$ cat config.mk
export PLATFORM = sky130hd
export DESIGN_NAME = uart_tx_arbiter
export DESIGN_NICKNAME = d
export VERILOG_FILES = /design/src/rtl/uart_arb_pkg.sv /design/src/rtl/rr_pick.sv /design/src/rtl/uart_tx_arbiter.sv
export SDC_FILE = /design/constraint.sdc
export NUM_CORES = 1
export LEC_CHECK = 0
export CORE_AREA = 2 2 57 59
export DETAILED_ROUTE_END_ITERATION = 8
export DIE_AREA = 0 0 59 61
export GPL_TIMING_DRIVEN = 0
export PLACE_DENSITY = 0.77
export SYNTH_ARGS = -nofsm -noshare
export SYNTH_HDL_FRONTEND = slang
export SYNTH_SLANG_ARGS = --single-unit
$ cat constraint.sdc
create_clock -name clk -period 3 [get_ports clk]
set_input_delay 0.6 -clock clk [delete_from_list [all_inputs] [get_ports clk]]
set_output_delay 0.6 -clock clk [all_outputs]
set_load 0.005 [all_outputs]
$ cat src/rtl/uart_arb_pkg.sv
// Shared types and defaults for the UART transmit arbiter.
// The lock feature is compiled in with macro UART_ARB_LOCK_EN.
package uart_arb_pkg;

  localparam int N_REQ_DEF       = 4;
  localparam int DATA_W_DEF      = 8;
  localparam int ACK_TIMEOUT_DEF = 4;

  typedef enum logic [1:0] {
    ST_IDLE      = 2'd0,
    ST_ISSUE     = 2'd1,
    ST_WAIT_ACK  = 2'd2,
    ST_WAIT_DONE = 2'd3
  } arb_state_t;

endpackage

$ cat src/rtl/rr_pick.sv
// Round-robin picker: first asserted request at or after i_start, wrapping at N.
// Purely combinational; the caller owns the pointer.
module rr_pick #(
  parameter int N     = 4,
  parameter int IDX_W = $clog2(N)
) (
  input  logic [N-1:0]     i_req,
  input  logic [IDX_W-1:0] i_start,
  output logic             o_valid,
  output logic [IDX_W-1:0] o_idx
);

  logic [2*N-1:0] w_req2;
  logic [N-1:0]   w_rot;
  logic [IDX_W:0] w_sum;

  // Rotating the doubled vector puts i_start at bit 0, so the lowest set bit wins.
  always_comb begin
    w_req2  = {i_req, i_req};
    w_rot   = N'(w_req2 >> i_start);
    o_valid = 1'b0;
    o_idx   = '0;
    w_sum   = '0;
    for (int k = N - 1; k >= 0; k--) begin
      if (w_rot[k]) begin
        o_valid = 1'b1;
        w_sum   = {1'b0, i_start} + (IDX_W + 1)'(k);
        if (w_sum >= (IDX_W + 1)'(N)) begin
          w_sum = w_sum - (IDX_W + 1)'(N);
        end
        o_idx = w_sum[IDX_W-1:0];
      end
    end
  end

endmodule

$ cat src/rtl/uart_tx_arbiter.sv
// Shares one UART transmitter among N_REQ byte sources, round-robin, with ack timeout.
// Macro UART_ARB_LOCK_EN lets a requester keep the grant for consecutive bytes.
module uart_tx_arbiter
  import uart_arb_pkg::*;
#(
  parameter int N_REQ       = N_REQ_DEF,
  parameter int DATA_W      = DATA_W_DEF,
  parameter int ACK_TIMEOUT = ACK_TIMEOUT_DEF
) (
  input  logic                      clk,
  input  logic                      rst,
  input  logic [N_REQ-1:0]          req_valid,
  input  logic [N_REQ*DATA_W-1:0]   req_data,
  input  logic [N_REQ-1:0]          req_lock,
  output logic [N_REQ-1:0]          req_ready,
  output logic                      uart_wr,
  output logic [DATA_W-1:0]         uart_dat,
  input  logic                      uart_busy,
  output logic [$clog2(N_REQ)-1:0]  grant_id,
  output logic                      arb_busy,
  output logic                      err_timeout
);

  localparam int IDX_W = $clog2(N_REQ);
  localparam int CNT_W = (ACK_TIMEOUT > 1) ? $clog2(ACK_TIMEOUT) : 1;

  // Handshake: a requester holds req_valid/req_data until it sees a one-cycle
  // req_ready pulse; the byte was captured when the FSM left IDLE, so the
  // requester may change data or drop valid right after the pulse.

  arb_state_t        r_state;
  arb_state_t        w_state_nxt;
  logic [IDX_W-1:0]  r_grant;
  logic [IDX_W-1:0]  w_grant_nxt;
  logic [DATA_W-1:0] r_dat;
  logic [DATA_W-1:0] w_dat_nxt;
  logic [CNT_W-1:0]  r_ack_cnt;
  logic [CNT_W-1:0]  w_ack_cnt_nxt;
  logic              r_err;
  logic              w_err_nxt;

  logic [IDX_W-1:0]  w_rr_start;
  logic              w_pick_valid;
  logic [IDX_W-1:0]  w_pick_idx;
  logic              w_lock_hit;
  logic              w_sel_valid;
  logic [IDX_W-1:0]  w_sel_idx;
  logic [DATA_W-1:0] w_req_byte [N_REQ];

  for (genvar g = 0; g < N_REQ; g++) begin : g_bytes
    assign w_req_byte[g] = req_data[g*DATA_W +: DATA_W];
  end

  assign w_rr_start = (r_grant == IDX_W'(N_REQ - 1)) ? '0 : r_grant + IDX_W'(1);

  rr_pick #(
    .N     (N_REQ),
    .IDX_W (IDX_W)
  ) u_rr_pick (
    .i_req   (req_valid),
    .i_start (w_rr_start),
    .o_valid (w_pick_valid),
    .o_idx   (w_pick_idx)
  );

`ifdef UART_ARB_LOCK_EN
  // Armed only by a normally completed byte; reset and timeouts leave it clear.
  logic r_lock_arm;
  logic w_lock_arm_nxt;

  assign w_lock_hit = r_lock_arm && req_lock[r_grant] && req_valid[r_grant];
`else
  logic w_unused_lock;

  assign w_unused_lock = ^req_lock;
  assign w_lock_hit    = 1'b0;
`endif

  assign w_sel_valid = w_lock_hit || w_pick_valid;
  assign w_sel_idx   = w_lock_hit ? r_grant : w_pick_idx;

  always_ff @(posedge clk) begin
    if (rst) begin
      r_state   <= ST_IDLE;
      r_grant   <= IDX_W'(N_REQ - 1);
      r_dat     <= '0;
      r_ack_cnt <= '0;
      r_err     <= 1'b0;
`ifdef UART_ARB_LOCK_EN
      r_lock_arm <= 1'b0;
`endif
    end else begin
      r_state   <= w_state_nxt;
      r_grant   <= w_grant_nxt;
      r_dat     <= w_dat_nxt;
      r_ack_cnt <= w_ack_cnt_nxt;
      r_err     <= w_err_nxt;
`ifdef UART_ARB_LOCK_EN
      r_lock_arm <= w_lock_arm_nxt;
`endif
    end
  end

  always_comb begin
    w_state_nxt   = r_state;
    w_grant_nxt   = r_grant;
    w_dat_nxt     = r_dat;
    w_ack_cnt_nxt = r_ack_cnt;
    w_err_nxt     = r_err;
`ifdef UART_ARB_LOCK_EN
    w_lock_arm_nxt = r_lock_arm;
`endif
    unique case (r_state)
      ST_IDLE: begin
        if (w_sel_valid) begin
          w_grant_nxt = w_sel_idx;
          w_dat_nxt   = w_req_byte[w_sel_idx];
          w_state_nxt = ST_ISSUE;
`ifdef UART_ARB_LOCK_EN
          w_lock_arm_nxt = 1'b0;
`endif
        end
      end
      ST_ISSUE: begin
        w_ack_cnt_nxt = '0;
        w_state_nxt   = ST_WAIT_ACK;
      end
      ST_WAIT_ACK: begin
        if (uart_busy) begin
          w_state_nxt = ST_WAIT_DONE;
        end else if (r_ack_cnt == CNT_W'(ACK_TIMEOUT - 1)) begin
          // The byte counts as consumed; it is never retried.
          w_err_nxt   = 1'b1;
          w_state_nxt = ST_IDLE;
        end else begin
          w_ack_cnt_nxt = r_ack_cnt + CNT_W'(1);
        end
      end
      ST_WAIT_DONE: begin
        if (!uart_busy) begin
          w_state_nxt = ST_IDLE;
`ifdef UART_ARB_LOCK_EN
          w_lock_arm_nxt = 1'b1;
`endif
        end
      end
      default: w_state_nxt = ST_IDLE;
    endcase
  end

  always_comb begin
    req_ready = '0;
    if (r_state == ST_ISSUE) begin
      req_ready[r_grant] = 1'b1;
    end
    uart_wr     = (r_state == ST_ISSUE);
    uart_dat    = r_dat;
    grant_id    = r_grant;
    arb_busy    = (r_state != ST_IDLE);
    err_timeout = r_err;
  end

endmodule

==> reports/metrics.cfg, run 1 <==
[run_status]
status=complete, no violations

[route]
ant_nets=0
routedWlPerCell_um=14.4
drt_wl_total_um=3090
vias_per_cell=5.58
first_pass_iters=4
drc=0
num_vias=1200
drtIter0Drc=28

[placed_design]
portBuffers=55
dpl.cell_count=211
dpl.hpwl_um=2460
postPlaceCellArea_mm2=0.00168
gp_congestion=0.796

[final_layout]
fin_nets=236
drive_above_1_share_pct=6.04
antennaDiodeCount=0
fillCellCount=277
post-route-cell-area_mm2=0.00171
regArea_um2=300
syn_to_final_growth_pct=56.7
instances_no_fill=215
fin_util_pct=57.9
multi_input_area_um2=744

[sta]
clock.fmax_mhz=387
grt_setup_unrepaired=no
holdWs_ps=475
drv_slew=0
finalHoldViolations=0
tightest_slew_ps=553
tns_ps=0
setup_violations=0
timing.final.crit_share_pct=86.1
slew_headroom_pct=62.8
post-route-min-period_ps=2580
skew_ps=1.25

[power_and_ir_drop]
leakage_nw=0.699
p_per_area_mw_per_mm2=538
ir_drop_v=0.000249

[clock_tree]
clockRootBuffer=clkbuf_4
cts_resized=0
ctsHtreeMaxLevel=1
numClockSinks=15
post_cts_buffers=0
cts_made_buffers=3
tritoncts=done
clk_pin_slew_ps=90
hold_buffers=0
worstSkewPairLatency_ps=290
clock_path_buffers=2

[worst_setup_path]
cp_top_family=compound AO/OA/AOI/OAI gates
cp.required_ps=3200
regToRegStartpoint=grant_id[0]
slowest_stage=dfxtp_1
reg2regPathDepth=7
cpPeakStageDelay_ps=550
path_cells=inv_1, ha_1, nor3b_1, o32a_1, nand2_2, mux2_2, o32ai_1
cp-end-kind=flip-flop
crit_path_start_kind=flip-flop
regToRegEndpoint=uart_dat[4]
crit_fanout=10
critical_path_buf_inv_count=1
rrSetupSlack_ps=420
cp.arrival_ps=2780
path_class=flip-flop to flip-flop

[synth]
ys.flop_type=dfxtp_1
synth_nets=176
synth_area_mm2=0.00109
syn_avg_cell_area_um2=8.87
async_reset_ff_share_pct=0
synth_cell_types=40
syn_inst=123
yosysWarnings=0
synth_seq_cells=15
synth-seq-area-share_pct=27.5
synth_edf_count=0

[flow_run]
max_cap_violations=0

[worst_hold_path]
whs_path_depth=2
holdCritStartpoint=err_timeout
hp-class=flip-flop to flip-flop
holdPathEnd=err_timeout

[floorplan]
num_io_pins=60
core_mm2=0.00295
initial_core_util_pct=36.9
die_w_um=59
die-height_um=61
die_area_mm2=0.00360
num_rows=20

[grt]
grt_overflow_total=0
groute.usage.overall_pct=17.6
grt_pass1_vias=1109
grt_max_degree=11
grt_pass1_wl_um=4750
antenna_found_initial=0

[routing by layer]
layer  vias to the layer above  wire [um]  GRT usage [%]
met4                         0         68           10.1
met2                        65       1540           31.4
met1                       554       1270           20.5
met5                         -          0              0
li1                        574          -              -
met3                         7        214           1.71
[cells in the mapped netlist (all sizes together) (2+ instances only)]
| cell | n | area share [%] |
|---|---|---|
| dfxtp | 15 | 28 |
| mux2i | 13 | 12 |
| nor2 | 12 | 4.4 |
| ha | 10 | 11 |
| nand2 | 10 | 3.7 |
| inv | 7 | 2.4 |
| nand3b | 6 | 4.1 |
| o221ai | 5 | 4.0 |
| a21oi | 4 | 1.8 |
| and2 | 4 | 2.3 |
| o21bai | 3 | 2.1 |
| a211o | 2 | 1.6 |
| a21boi | 2 | 1.7 |
| buf | 2 | 1.5 |
| mux2 | 2 | 2.1 |
| nand3 | 2 | 0.92 |
| nor3b | 2 | 1.4 |
| o211ai | 2 | 1.4 |
| o21ai | 2 | 0.92 |
| o32ai | 2 | 1.6 |
[cell type report]
cell class / instances / share of cell area (%)
repair buffers: 55 / 32.2
well taps: 33 / 2.42
plain buffers: 3 / 1.17
multi-input cells: 98 / 43.6
inverters: 7 / 1.54
flip-flops and latches: 15 / 17.6
clock buffers: 4 / 1.54
[worst max-delay path by stage]
stage	from	endpoint	slack, ps	cells past startpoint
after floorplan	grant_id[0]	uart_dat[0]	750	7
after global placement	req_valid[3]	grant_id[1]	320	6
after detailed placement	req_valid[3]	uart_dat[4]	310	6
after CTS	grant_id[0]	uart_dat[4]	440	7
after global routing	grant_id[0]	uart_dat[4]	260	7
final	grant_id[0]	uart_dat[4]	420	7
[where the power goes]
part           switching, mW  internal, mW
Combinational          0.228         0.280
Clock                 0.0721        0.0518
Sequential            0.0419         0.246
Total                  0.342         0.578
[state kept, by name (all words and copies together) (netlist names)]
register and flops:
r_state 2, grant_id 2, uart_dat 8, r_ack_cnt 2
err_timeout 1
[cell usage in the layout, fill, tap and decap left out, types with 5 or more instances in the layout]
cell,Yosys,routed
ha_1,10,10
nand2_1,9,9
nor2_1,11,11
o221ai_1,5,5
mux2i_1,13,13
inv_1,7,7
dfxtp_1,15,15
nand3b_1,6,6
clkdlybuf4s50_1,0,55
[through the flow]
stage / setup WS (ps) / total power [mW]
after global placement: 317 / 0.781
after detailed placement: 306 / 0.799
final: 417 / 0.920
after floorplan: 745 / 0.572
after CTS: 441 / 0.923
after global routing: 257 / 0.981
[kinds of logic (layout without fill, tap and decap cells)]
group / Yosys count / in the layout / share of synthesized area, %
simple gates: 46 / 46 / 23.2
compound gates: 27 / 27 / 19.6
mux: 15 / 15 / 14.0
flops: 15 / 15 / 27.5
fa+ha+maj: 10 / 10 / 11.5
buf+inv: 10 / 69 / 4.24
[worst min-delay path, cell delays in order, from the launching register on]
cell and delay [ps]:
dfxtp_1 340, a31oi_1 40, nor2_1 70
No activity file was read; power rests on OpenSTA's default activity.
==> inputs of run 2 (changes only) <==
--- a/config.mk
+++ b/config.mk
@@ -6,6 +6,7 @@
 export NUM_CORES = 1
 export LEC_CHECK = 0
 export CORE_AREA = 2 2 57 59
+export CTS_CLUSTER_SIZE = 14
 export DETAILED_ROUTE_END_ITERATION = 8
 export DIE_AREA = 0 0 59 61
 export GPL_TIMING_DRIVEN = 0
==> results of run 2 <==
Same layout as run 1: the final DEF is identical, and so are final timing and power.
